**src/rtl/oled_pkg.sv**
```systemverilog
// Shared types and constants for the OLED refresh controller.
// Serializer state encoding, transfer kinds and the column/page window command list.
package oled_pkg;

  localparam int FB_ADDR_W = 10;
  localparam int WIN_LEN   = 6;

  localparam logic [7:0] CMD_SET_COL  = 8'h21;
  localparam logic [7:0] CMD_SET_PAGE = 8'h22;

  typedef enum logic [3:0] {
    PWR_WAIT,
    RST_LOW,
    RST_HIGH,
    IDLE,
    CMD,
    WIN,
    FBRD,
    PIX,
    WAITTX
  } state_e;

  // Which producer owns the byte currently in the serializer.
  typedef enum logic [1:0] {
    XF_CMD,
    XF_WIN,
    XF_PIX
  } xfer_e;

  // Full-screen addressing window: columns 0..127, pages 0..7.
  function automatic logic [7:0] win_byte(input logic [2:0] idx);
    case (idx)
      3'd0:    return CMD_SET_COL;
      3'd1:    return 8'h00;
      3'd2:    return 8'h7F;
      3'd3:    return CMD_SET_PAGE;
      3'd4:    return 8'h00;
      3'd5:    return 8'h07;
      default: return 8'h00;
    endcase
  endfunction

endpackage

```
**src/rtl/oled_refresh_ctrl_if.sv**
```systemverilog
// Command, frame-buffer and serializer handshake bundle for oled_refresh_ctrl.
// master = the controller's view, slave = the surrounding command source / memory / serializer.
interface oled_refresh_ctrl_if;
  import oled_pkg::*;

  logic                 cmd_valid;
  logic [7:0]           cmd_data;
  logic                 cmd_ready;
  logic                 fb_rd_en;
  logic [FB_ADDR_W-1:0] fb_addr;
  logic [7:0]           fb_rd_data;
  logic                 tx_start;
  logic [7:0]           tx_byte;
  logic                 tx_dc;
  logic                 tx_busy;

  modport master (
    input  cmd_valid, cmd_data, fb_rd_data, tx_busy,
    output cmd_ready, fb_rd_en, fb_addr, tx_start, tx_byte, tx_dc
  );

  modport slave (
    output cmd_valid, cmd_data, fb_rd_data, tx_busy,
    input  cmd_ready, fb_rd_en, fb_addr, tx_start, tx_byte, tx_dc
  );

endinterface

```
**src/rtl/oled_refresh_timer.sv**
```systemverilog
// Free-running refresh tick generator with a collapsing pending flag.
// Build option OLED_DIRTY_EN gates ticks with a sticky frame-buffer dirty flag.
module oled_refresh_timer #(
  parameter int REFRESH_PERIOD = 900_000
) (
  input  logic clk,
  input  logic rst_n,
  input  logic en,
  input  logic frame_start,
`ifdef OLED_DIRTY_EN
  input  logic fb_dirty,
`endif
  output logic pending
);

  localparam int            CW   = (REFRESH_PERIOD > 1) ? $clog2(REFRESH_PERIOD) : 1;
  localparam logic [CW-1:0] LAST = CW'(REFRESH_PERIOD - 1);

  logic [CW-1:0] cnt;
  logic          tick;
  logic          arm;

  assign tick = en && (cnt == LAST);

  always_ff @(posedge clk or negedge rst_n) begin
    if (!rst_n)  cnt <= '0;
    else if (en) cnt <= tick ? '0 : cnt + 1'b1;
  end

`ifdef OLED_DIRTY_EN
  logic dirty;

  // A dirty pulse coinciding with frame start must survive into the next frame.
  always_ff @(posedge clk or negedge rst_n) begin
    if (!rst_n) dirty <= 1'b0;
    else        dirty <= fb_dirty | (dirty & ~frame_start);
  end

  assign arm = tick & dirty;
`else
  assign arm = tick;
`endif

  // Repeated ticks collapse into one request; a tick on the frame-start cycle re-arms.
  always_ff @(posedge clk or negedge rst_n) begin
    if (!rst_n) pending <= 1'b0;
    else        pending <= arm | (pending & ~frame_start);
  end

endmodule

```
**src/rtl/oled_refresh_ctrl.sv**
```systemverilog
// Power-up sequencer and command/refresh arbiter in front of the OLED SPI byte serializer.
// Build option OLED_DIRTY_EN adds fb_dirty: refreshes only run after the frame buffer changed.
module oled_refresh_ctrl
  import oled_pkg::*;
#(
  parameter int STARTUP_WAIT   = 10_000_000,
  parameter int REFRESH_PERIOD = 900_000,
  parameter int FRAME_BYTES    = 1024,
  parameter int CMD_BURST_MAX  = 4
) (
  input  logic                clk,
  input  logic                rst_n,
  oled_refresh_ctrl_if.master bus,
`ifdef OLED_DIRTY_EN
  input  logic                fb_dirty,
`endif
  output logic                io_reset,
  output logic                io_cs,
  output logic                ready,
  output logic                frame_done
);

  localparam int                   BW        = $clog2(CMD_BURST_MAX + 1);
  localparam logic [BW-1:0]        BURST_MAX = BW'(CMD_BURST_MAX);
  localparam logic [31:0]          LAST_WAIT = 32'(STARTUP_WAIT - 1);
  localparam logic [FB_ADDR_W-1:0] LAST_PIX  = FB_ADDR_W'(FRAME_BYTES - 1);
  localparam logic [2:0]           LAST_WIN  = 3'(WIN_LEN - 1);

  state_e               state_q, state_d;
  xfer_e                xfer_q, xfer_d;
  logic [31:0]          pwr_q, pwr_d;
  logic [2:0]           win_q, win_d;
  logic [BW-1:0]        burst_q, burst_d;
  logic [FB_ADDR_W-1:0] addr_q, addr_d;
  logic [7:0]           byte_q, byte_d;
  logic                 dc_q, dc_d;
  logic                 start_q, start_d;
  logic                 cs_q, cs_d;
  logic                 saw_q, saw_d;
  logic                 ready_q, ready_d;
  logic                 done_q, done_d;
  logic                 cmd_acc;
  logic                 frame_start;
  logic                 pending;

  oled_refresh_timer #(
    .REFRESH_PERIOD (REFRESH_PERIOD)
  ) u_timer (
    .clk         (clk),
    .rst_n       (rst_n),
    .en          (ready_q),
    .frame_start (frame_start),
`ifdef OLED_DIRTY_EN
    .fb_dirty    (fb_dirty),
`endif
    .pending     (pending)
  );

  always_comb begin
    state_d     = state_q;
    xfer_d      = xfer_q;
    pwr_d       = pwr_q;
    win_d       = win_q;
    burst_d     = burst_q;
    addr_d      = addr_q;
    byte_d      = byte_q;
    dc_d        = dc_q;
    start_d     = 1'b0;
    cs_d        = cs_q;
    saw_d       = saw_q;
    ready_d     = ready_q;
    done_d      = 1'b0;
    cmd_acc     = 1'b0;
    frame_start = 1'b0;

    case (state_q)
      PWR_WAIT, RST_LOW, RST_HIGH: begin
        if (pwr_q == LAST_WAIT) begin
          pwr_d = '0;
          case (state_q)
            PWR_WAIT: state_d = RST_LOW;
            RST_LOW:  state_d = RST_HIGH;
            default: begin
              state_d = IDLE;
              ready_d = 1'b1;
            end
          endcase
        end else begin
          pwr_d = pwr_q + 32'd1;
        end
      end

      IDLE: begin
        // Burst budget only counts commands issued while a refresh is waiting.
        if (!pending) burst_d = '0;
        if (!bus.tx_busy) begin
          if (bus.cmd_valid && (!pending || burst_q < BURST_MAX)) begin
            cmd_acc = 1'b1;
            byte_d  = bus.cmd_data;
            if (pending) burst_d = burst_q + 1'b1;
            state_d = CMD;
          end else if (pending) begin
            burst_d     = '0;
            frame_start = 1'b1;
            win_d       = '0;
            state_d     = WIN;
          end
        end
      end

      CMD: begin
        cs_d    = 1'b0;
        dc_d    = 1'b0;
        start_d = 1'b1;
        saw_d   = 1'b0;
        xfer_d  = XF_CMD;
        state_d = WAITTX;
      end

      WIN: begin
        cs_d    = 1'b0;
        dc_d    = 1'b0;
        byte_d  = win_byte(win_q);
        start_d = 1'b1;
        saw_d   = 1'b0;
        xfer_d  = XF_WIN;
        state_d = WAITTX;
      end

      FBRD: state_d = PIX;

      PIX: begin
        byte_d  = bus.fb_rd_data;
        dc_d    = 1'b1;
        start_d = 1'b1;
        saw_d   = 1'b0;
        xfer_d  = XF_PIX;
        state_d = WAITTX;
      end

      WAITTX: begin
        // Busy is low on the cycle tx_start is seen, so wait for its rise before its fall.
        if (bus.tx_busy) begin
          saw_d = 1'b1;
        end else if (saw_q) begin
          case (xfer_q)
            XF_CMD: begin
              cs_d    = 1'b1;
              state_d = IDLE;
            end
            XF_WIN: begin
              if (win_q == LAST_WIN) begin
                win_d   = '0;
                state_d = FBRD;
              end else begin
                win_d   = win_q + 3'd1;
                state_d = WIN;
              end
            end
            default: begin
              if (addr_q == LAST_PIX) begin
                addr_d  = '0;
                done_d  = 1'b1;
                cs_d    = 1'b1;
                state_d = IDLE;
              end else begin
                addr_d  = addr_q + 1'b1;
                state_d = FBRD;
              end
            end
          endcase
        end
      end

      default: state_d = PWR_WAIT;
    endcase
  end

  always_ff @(posedge clk or negedge rst_n) begin
    if (!rst_n) begin
      state_q <= PWR_WAIT;
      xfer_q  <= XF_CMD;
      pwr_q   <= '0;
      win_q   <= '0;
      burst_q <= '0;
      addr_q  <= '0;
      byte_q  <= '0;
      dc_q    <= 1'b0;
      start_q <= 1'b0;
      cs_q    <= 1'b1;
      saw_q   <= 1'b0;
      ready_q <= 1'b0;
      done_q  <= 1'b0;
    end else begin
      state_q <= state_d;
      xfer_q  <= xfer_d;
      pwr_q   <= pwr_d;
      win_q   <= win_d;
      burst_q <= burst_d;
      addr_q  <= addr_d;
      byte_q  <= byte_d;
      dc_q    <= dc_d;
      start_q <= start_d;
      cs_q    <= cs_d;
      saw_q   <= saw_d;
      ready_q <= ready_d;
      done_q  <= done_d;
    end
  end

  assign bus.cmd_ready = cmd_acc;
  assign bus.fb_rd_en  = (state_q == FBRD);
  assign bus.fb_addr   = addr_q;
  assign bus.tx_start  = start_q;
  assign bus.tx_byte   = byte_q;
  assign bus.tx_dc     = dc_q;
  assign io_reset      = (state_q != RST_LOW);
  assign io_cs         = cs_q;
  assign ready         = ready_q;
  assign frame_done    = done_q;

endmodule

```
**src/flat_wrapper.sv**
```systemverilog
// flat-port wrapper written by rule: the top's interface ports become plain ports
module oled_refresh_ctrl_flat import oled_pkg::*;
#(
  parameter int STARTUP_WAIT   = 10_000_000,
  parameter int REFRESH_PERIOD = 900_000,
  parameter int FRAME_BYTES    = 1024,
  parameter int CMD_BURST_MAX  = 4
)
  (clk, rst_n, io_reset, io_cs, ready, frame_done, bus_cmd_valid, bus_cmd_data, bus_fb_rd_data, bus_tx_busy, bus_cmd_ready, bus_fb_rd_en, bus_fb_addr, bus_tx_start, bus_tx_byte, bus_tx_dc);
  oled_refresh_ctrl_if bus_i ();
  input  logic clk;
  input  logic rst_n;
  output logic io_reset;
  output logic io_cs;
  output logic ready;
  output logic frame_done;
  input wire logic [$bits(bus_i.cmd_valid)-1:0] bus_cmd_valid;
  input wire logic [$bits(bus_i.cmd_data)-1:0] bus_cmd_data;
  input wire logic [$bits(bus_i.fb_rd_data)-1:0] bus_fb_rd_data;
  input wire logic [$bits(bus_i.tx_busy)-1:0] bus_tx_busy;
  output wire logic [$bits(bus_i.cmd_ready)-1:0] bus_cmd_ready;
  output wire logic [$bits(bus_i.fb_rd_en)-1:0] bus_fb_rd_en;
  output wire logic [$bits(bus_i.fb_addr)-1:0] bus_fb_addr;
  output wire logic [$bits(bus_i.tx_start)-1:0] bus_tx_start;
  output wire logic [$bits(bus_i.tx_byte)-1:0] bus_tx_byte;
  output wire logic [$bits(bus_i.tx_dc)-1:0] bus_tx_dc;
  assign bus_i.cmd_valid = bus_cmd_valid;
  assign bus_i.cmd_data = bus_cmd_data;
  assign bus_i.fb_rd_data = bus_fb_rd_data;
  assign bus_i.tx_busy = bus_tx_busy;
  assign bus_cmd_ready = bus_i.cmd_ready;
  assign bus_fb_rd_en = bus_i.fb_rd_en;
  assign bus_fb_addr = bus_i.fb_addr;
  assign bus_tx_start = bus_i.tx_start;
  assign bus_tx_byte = bus_i.tx_byte;
  assign bus_tx_dc = bus_i.tx_dc;
  oled_refresh_ctrl #(.STARTUP_WAIT(STARTUP_WAIT), .REFRESH_PERIOD(REFRESH_PERIOD), .FRAME_BYTES(FRAME_BYTES), .CMD_BURST_MAX(CMD_BURST_MAX)) u_core (.clk(clk), .rst_n(rst_n), .bus(bus_i), .io_reset(io_reset), .io_cs(io_cs), .ready(ready), .frame_done(frame_done));
endmodule
```
**config.mk**
```make
export PLATFORM = sky130hd
export DESIGN_NAME = oled_refresh_ctrl_flat
export DESIGN_NICKNAME = d
export VERILOG_FILES = /design/src/rtl/oled_pkg.sv /design/src/rtl/oled_refresh_ctrl_if.sv /design/src/rtl/oled_refresh_timer.sv /design/src/rtl/oled_refresh_ctrl.sv /design/src/flat_wrapper.sv
export SDC_FILE = /design/constraint.sdc
export NUM_CORES = 1
export LEC_CHECK = 0
export BUFFER_PORTS_ARGS = -buffer_cell sky130_fd_sc_hd__buf_4
export CAP_MARGIN = 20
export CORE_MARGIN = 3
export CORE_UTILIZATION = 30
export DETAILED_ROUTE_END_ITERATION = 6
export HOLD_SLACK_MARGIN = 0.15
export SYNTH_ARGS = -nofsm -noshare
export SYNTH_HDL_FRONTEND = slang
export SYNTH_SLANG_ARGS = --single-unit
```
**constraint.sdc**
```tcl
create_clock -name clk -period 4.4 [get_ports clk]
set_clock_uncertainty 0.15 [all_clocks]
set_input_delay 0.44 -clock clk [delete_from_list [all_inputs] [get_ports clk]]
set_output_delay 0.44 -clock clk [all_outputs]
set_load 0.01 [all_outputs]
```
==> impl_metrics.json <==
{
  "power_density_nw_per_um2": 472,
  "finalSetupTns_ps": 0,
  "outcome": "completed",
  "nets": 531,
  "start_util": 0.309,
  "dieArea_um2": 16700,
  "io-pin-count": 46,
  "clk_transition_reported_paths_ps": 60,
  "grt_pass1_wl_um": 16100,
  "p_leak_nw": 2.41,
  "final_common_cell": "dfrtp_1",
  "setup_viol": 0,
  "drive_gt1_frac": 0.151,
  "gp_congestion": 0.874,
  "dieHeight_um": 129,
  "synth_edf_count": 0,
  "synth_area_per_cell_um2": 9.84,
  "maxSlewHeadroom": 0.463,
  "port_buffers": 45,
  "ir_drop_mv": 0.192,
  "power.switching_mw": 0.808,
  "layout_common_cells": "dfrtp_1 (88), nand2_1 (55), nor2_1 (48)",
  "postSynthCellCount": 462,
  "sequentialPowerShare": 0.442,
  "crit_fanout": 20,
  "synthFlopType": "dfrtp_1",
  "clockBufferDepth": 2,
  "fmax_mhz": 323,
  "rsz0062_at_grt": "no",
  "cp-start-kind": "register",
  "syn_area_um2": 4550,
  "fin_crit_sh": 0.704,
  "hp-class": "input port to register",
  "ys.warnings.count": 0,
  "row_count": 44,
  "track_usage": 0.118,
  "grt_pass1_vias": 3423,
  "syn2layout_area_growth_pct": 18.1,
  "ys_seq_area_frac": 0.490,
  "wirelength_um": 9540,
  "clk_latency_ps": 340,
  "dpl_cell_area_um2": 5060,
  "cts_tree": "done",
  "hpwlAfterDp_um": 6780,
  "worst_slew_pin_slew_ps": 806,
  "post-route-min-period_ps": 3100,
  "vias_per_cell": 5.00,
  "antenna_found_initial": 0,
  "cts_made_buffers": 9,
  "cts_setup_buffers": 0,
  "core_area_um2": 14700,
  "hold_viol": 0,
  "vias": 3477,
  "power.share.clock": 0.306,
  "post-route-util": 0.365,
  "fin_area_um2": 5370,
  "p_int_mw": 1.73,
  "crit_path_top_delay_cell": "dfrtp_1",
  "dr.first_iter.drc_count": 203,
  "cts.sinks": 89,
  "pwr-share-comb": 0.252,
  "grt_max_degree": 65,
  "worst_hold_slack_ps": 160,
  "end_kind": "primary output",
  "maxCapViolations": 0,
  "drv_slew": 0,
  "cp.required_ps": 3810,
  "clock-root-buffer": "clkbuf_16",
  "max_stage_delay_ps": 780,
  "antenna_cells": 0,
  "htreeDepth": 3,
  "syn_nets": 487,
  "critical_path_arrival_ps": 2510,
  "ys_types": 58,
  "crit_type": "register to primary output",
  "avgRoutedWirePerCell_um": 13.7,
  "antenna_left": 0,
  "synthArstFlopShare": 1.00,
  "path_cells": "nand4bb_1 -> nor2_1 -> nand2_1 -> inv_1 -> buf_4",
  "remaining_drc_errors": 0,
  "gr-total-overflow": 0,
  "switching_share": 0.319,
  "synth_seq_cells": 89,
  "drt_pass1_iterations": 4,
  "die_x_um": 129
}
## cells by family after synthesis
logic type / count (synthesis) / synth area share
fa+ha+maj: 5 / 0.0138
compound gates: 69 / 0.0977
mux: 8 / 0.0182
simple gates: 217 / 0.261
flops: 89 / 0.490
xor+xnor: 49 / 0.0944
buf+inv: 25 / 0.0242
## flip-flops by register name, summed over array words and instances, names as in the netlist
register                flops
u_core.frame_done           1
u_core.bus.fb_addr         10
u_core.xfer_q               2
u_core.win_q                3
u_core.u_timer.pending      1
u_core.io_cs                1
u_core.state_q              4
u_core.bus.tx_byte          8
u_core.u_timer.cnt         20
u_core.bus.tx_start         1
u_core.saw_q                1
u_core.ready                1
u_core.burst_q              3
u_core.pwr_q               32
u_core.bus.tx_dc            1
## path summary, 6_finish.rpt
kind,from,end,slack (ps),depth (start not counted)
worst max-delay path,u_core.state_q[1]$_DFFE_PN0P_,bus_cmd_ready,1300,5
worst min-delay path,bus_fb_rd_data[7],u_core.bus.tx_byte[7]$_DFFE_PN0P_,160,3
worst max register to register,u_core.state_q[1]$_DFFE_PN0P_,u_core.bus.tx_byte[7]$_DFFE_PN0P_,1830,6
worst min register to register,u_core.u_timer.cnt[17]$_DFFE_PN0P_,u_core.u_timer.cnt[17]$_DFFE_PN0P_,330,1
max in group asynchronous,rst_n,u_core.u_timer.cnt[16]$_DFFE_PN0P_,2660,3
min in group asynchronous,rst_n,u_core.bus.tx_byte[0]$_DFFE_PN0P_,590,2
## synthesized netlist by cell type (2+ instances only)
cell,count,area (µm²)
or3_1,4,25.0
xnor2_1,26,228
nor3_1,13,65.1
o21ai_0,24,120
a22o_1,4,35.0
o2bb2ai_1,2,17.5
nor4_1,6,37.5
nand2_1,55,206
a21oi_1,13,65.1
dfrtp_1,88,2200
inv_1,10,37.5
o22a_1,2,17.5
clkbuf_1,9,33.8
nand4_1,19,119
buf_2,4,20.0
mux2_2,2,22.5
a21o_1,4,30.0
mux2i_1,6,60.1
xor2_1,23,201
nand3b_1,6,45.0
and4b_1,2,20.0
and3b_1,2,17.5
ha_1,5,62.6
and4_1,4,35.0
nor2b_1,3,18.8
nand3_1,18,90.1
o22ai_1,4,25.0
and3_1,10,62.6
a31oi_1,6,37.5
a211oi_1,2,15.0
nor3b_1,2,15.0
nor4b_1,2,17.5
o31ai_1,2,15.0
nor2_1,48,180
nand2b_1,6,37.5
and2_1,4,25.0
## critical path, delay by kind of cell, from the launching register on
kind                   cells  cell delay, ps
DFF                        1             780
buffers and inverters      2             520
and+or+nand+nor            3             850
## layer usage
metal,routed length (µm),GRT usage,vias to the layer above
li1,-,-,1723
met1,4650,0.158,1703
met2,4450,0.184,39
met3,274,0.0346,12
met4,160,0.0389,0
met5,0,0,-
## power groups by stage
| stage | clock network [mW] | logic, mW | registers [mW] |
|---|---|---|---|
| floorplan | 0 | 0.481 | 1.08 |
| global placement | 0 | 0.640 | 1.12 |
| detailed placement | 0 | 0.649 | 1.13 |
| CTS | 0.803 | 0.649 | 1.12 |
| global route | 0.837 | 0.720 | 1.14 |
| finish | 0.777 | 0.639 | 1.12 |
## what timing repair did
action | 4_1_cts | 5_1_grt
hold endpoints to repair | 62 | 0
gates resized for setup | 0 | 0
hold buffers | 1 | 0
## final cells by class
type / instances / area [µm²]
Clock inverter: 2 / 37.5
Clock buffer: 14 / 264
Fill cell: 1437 / 9330
Timing Repair Buffer: 48 / 363
Multi-Input combinational cell: 348 / 2210
Inverter: 10 / 37.5
Sequential cell: 89 / 2230
Tap cell: 184 / 230
## metrics by stage
| step | setup slack (ps) | power, mW | cells |
|---|---|---|---|
| 2_1_floorplan | 2340 | 1.56 | 462 |
| 3_3_place_gp | 1780 | 1.76 | 678 |
| 3_5_place_dp | 1700 | 1.78 | 678 |
| 4_1_cts | 1310 | 2.57 | 695 |
| 5_1_grt | 1060 | 2.70 | 695 |
| 6_report | 1300 | 2.54 | 695 |
(Power assumes the default switching activity.)
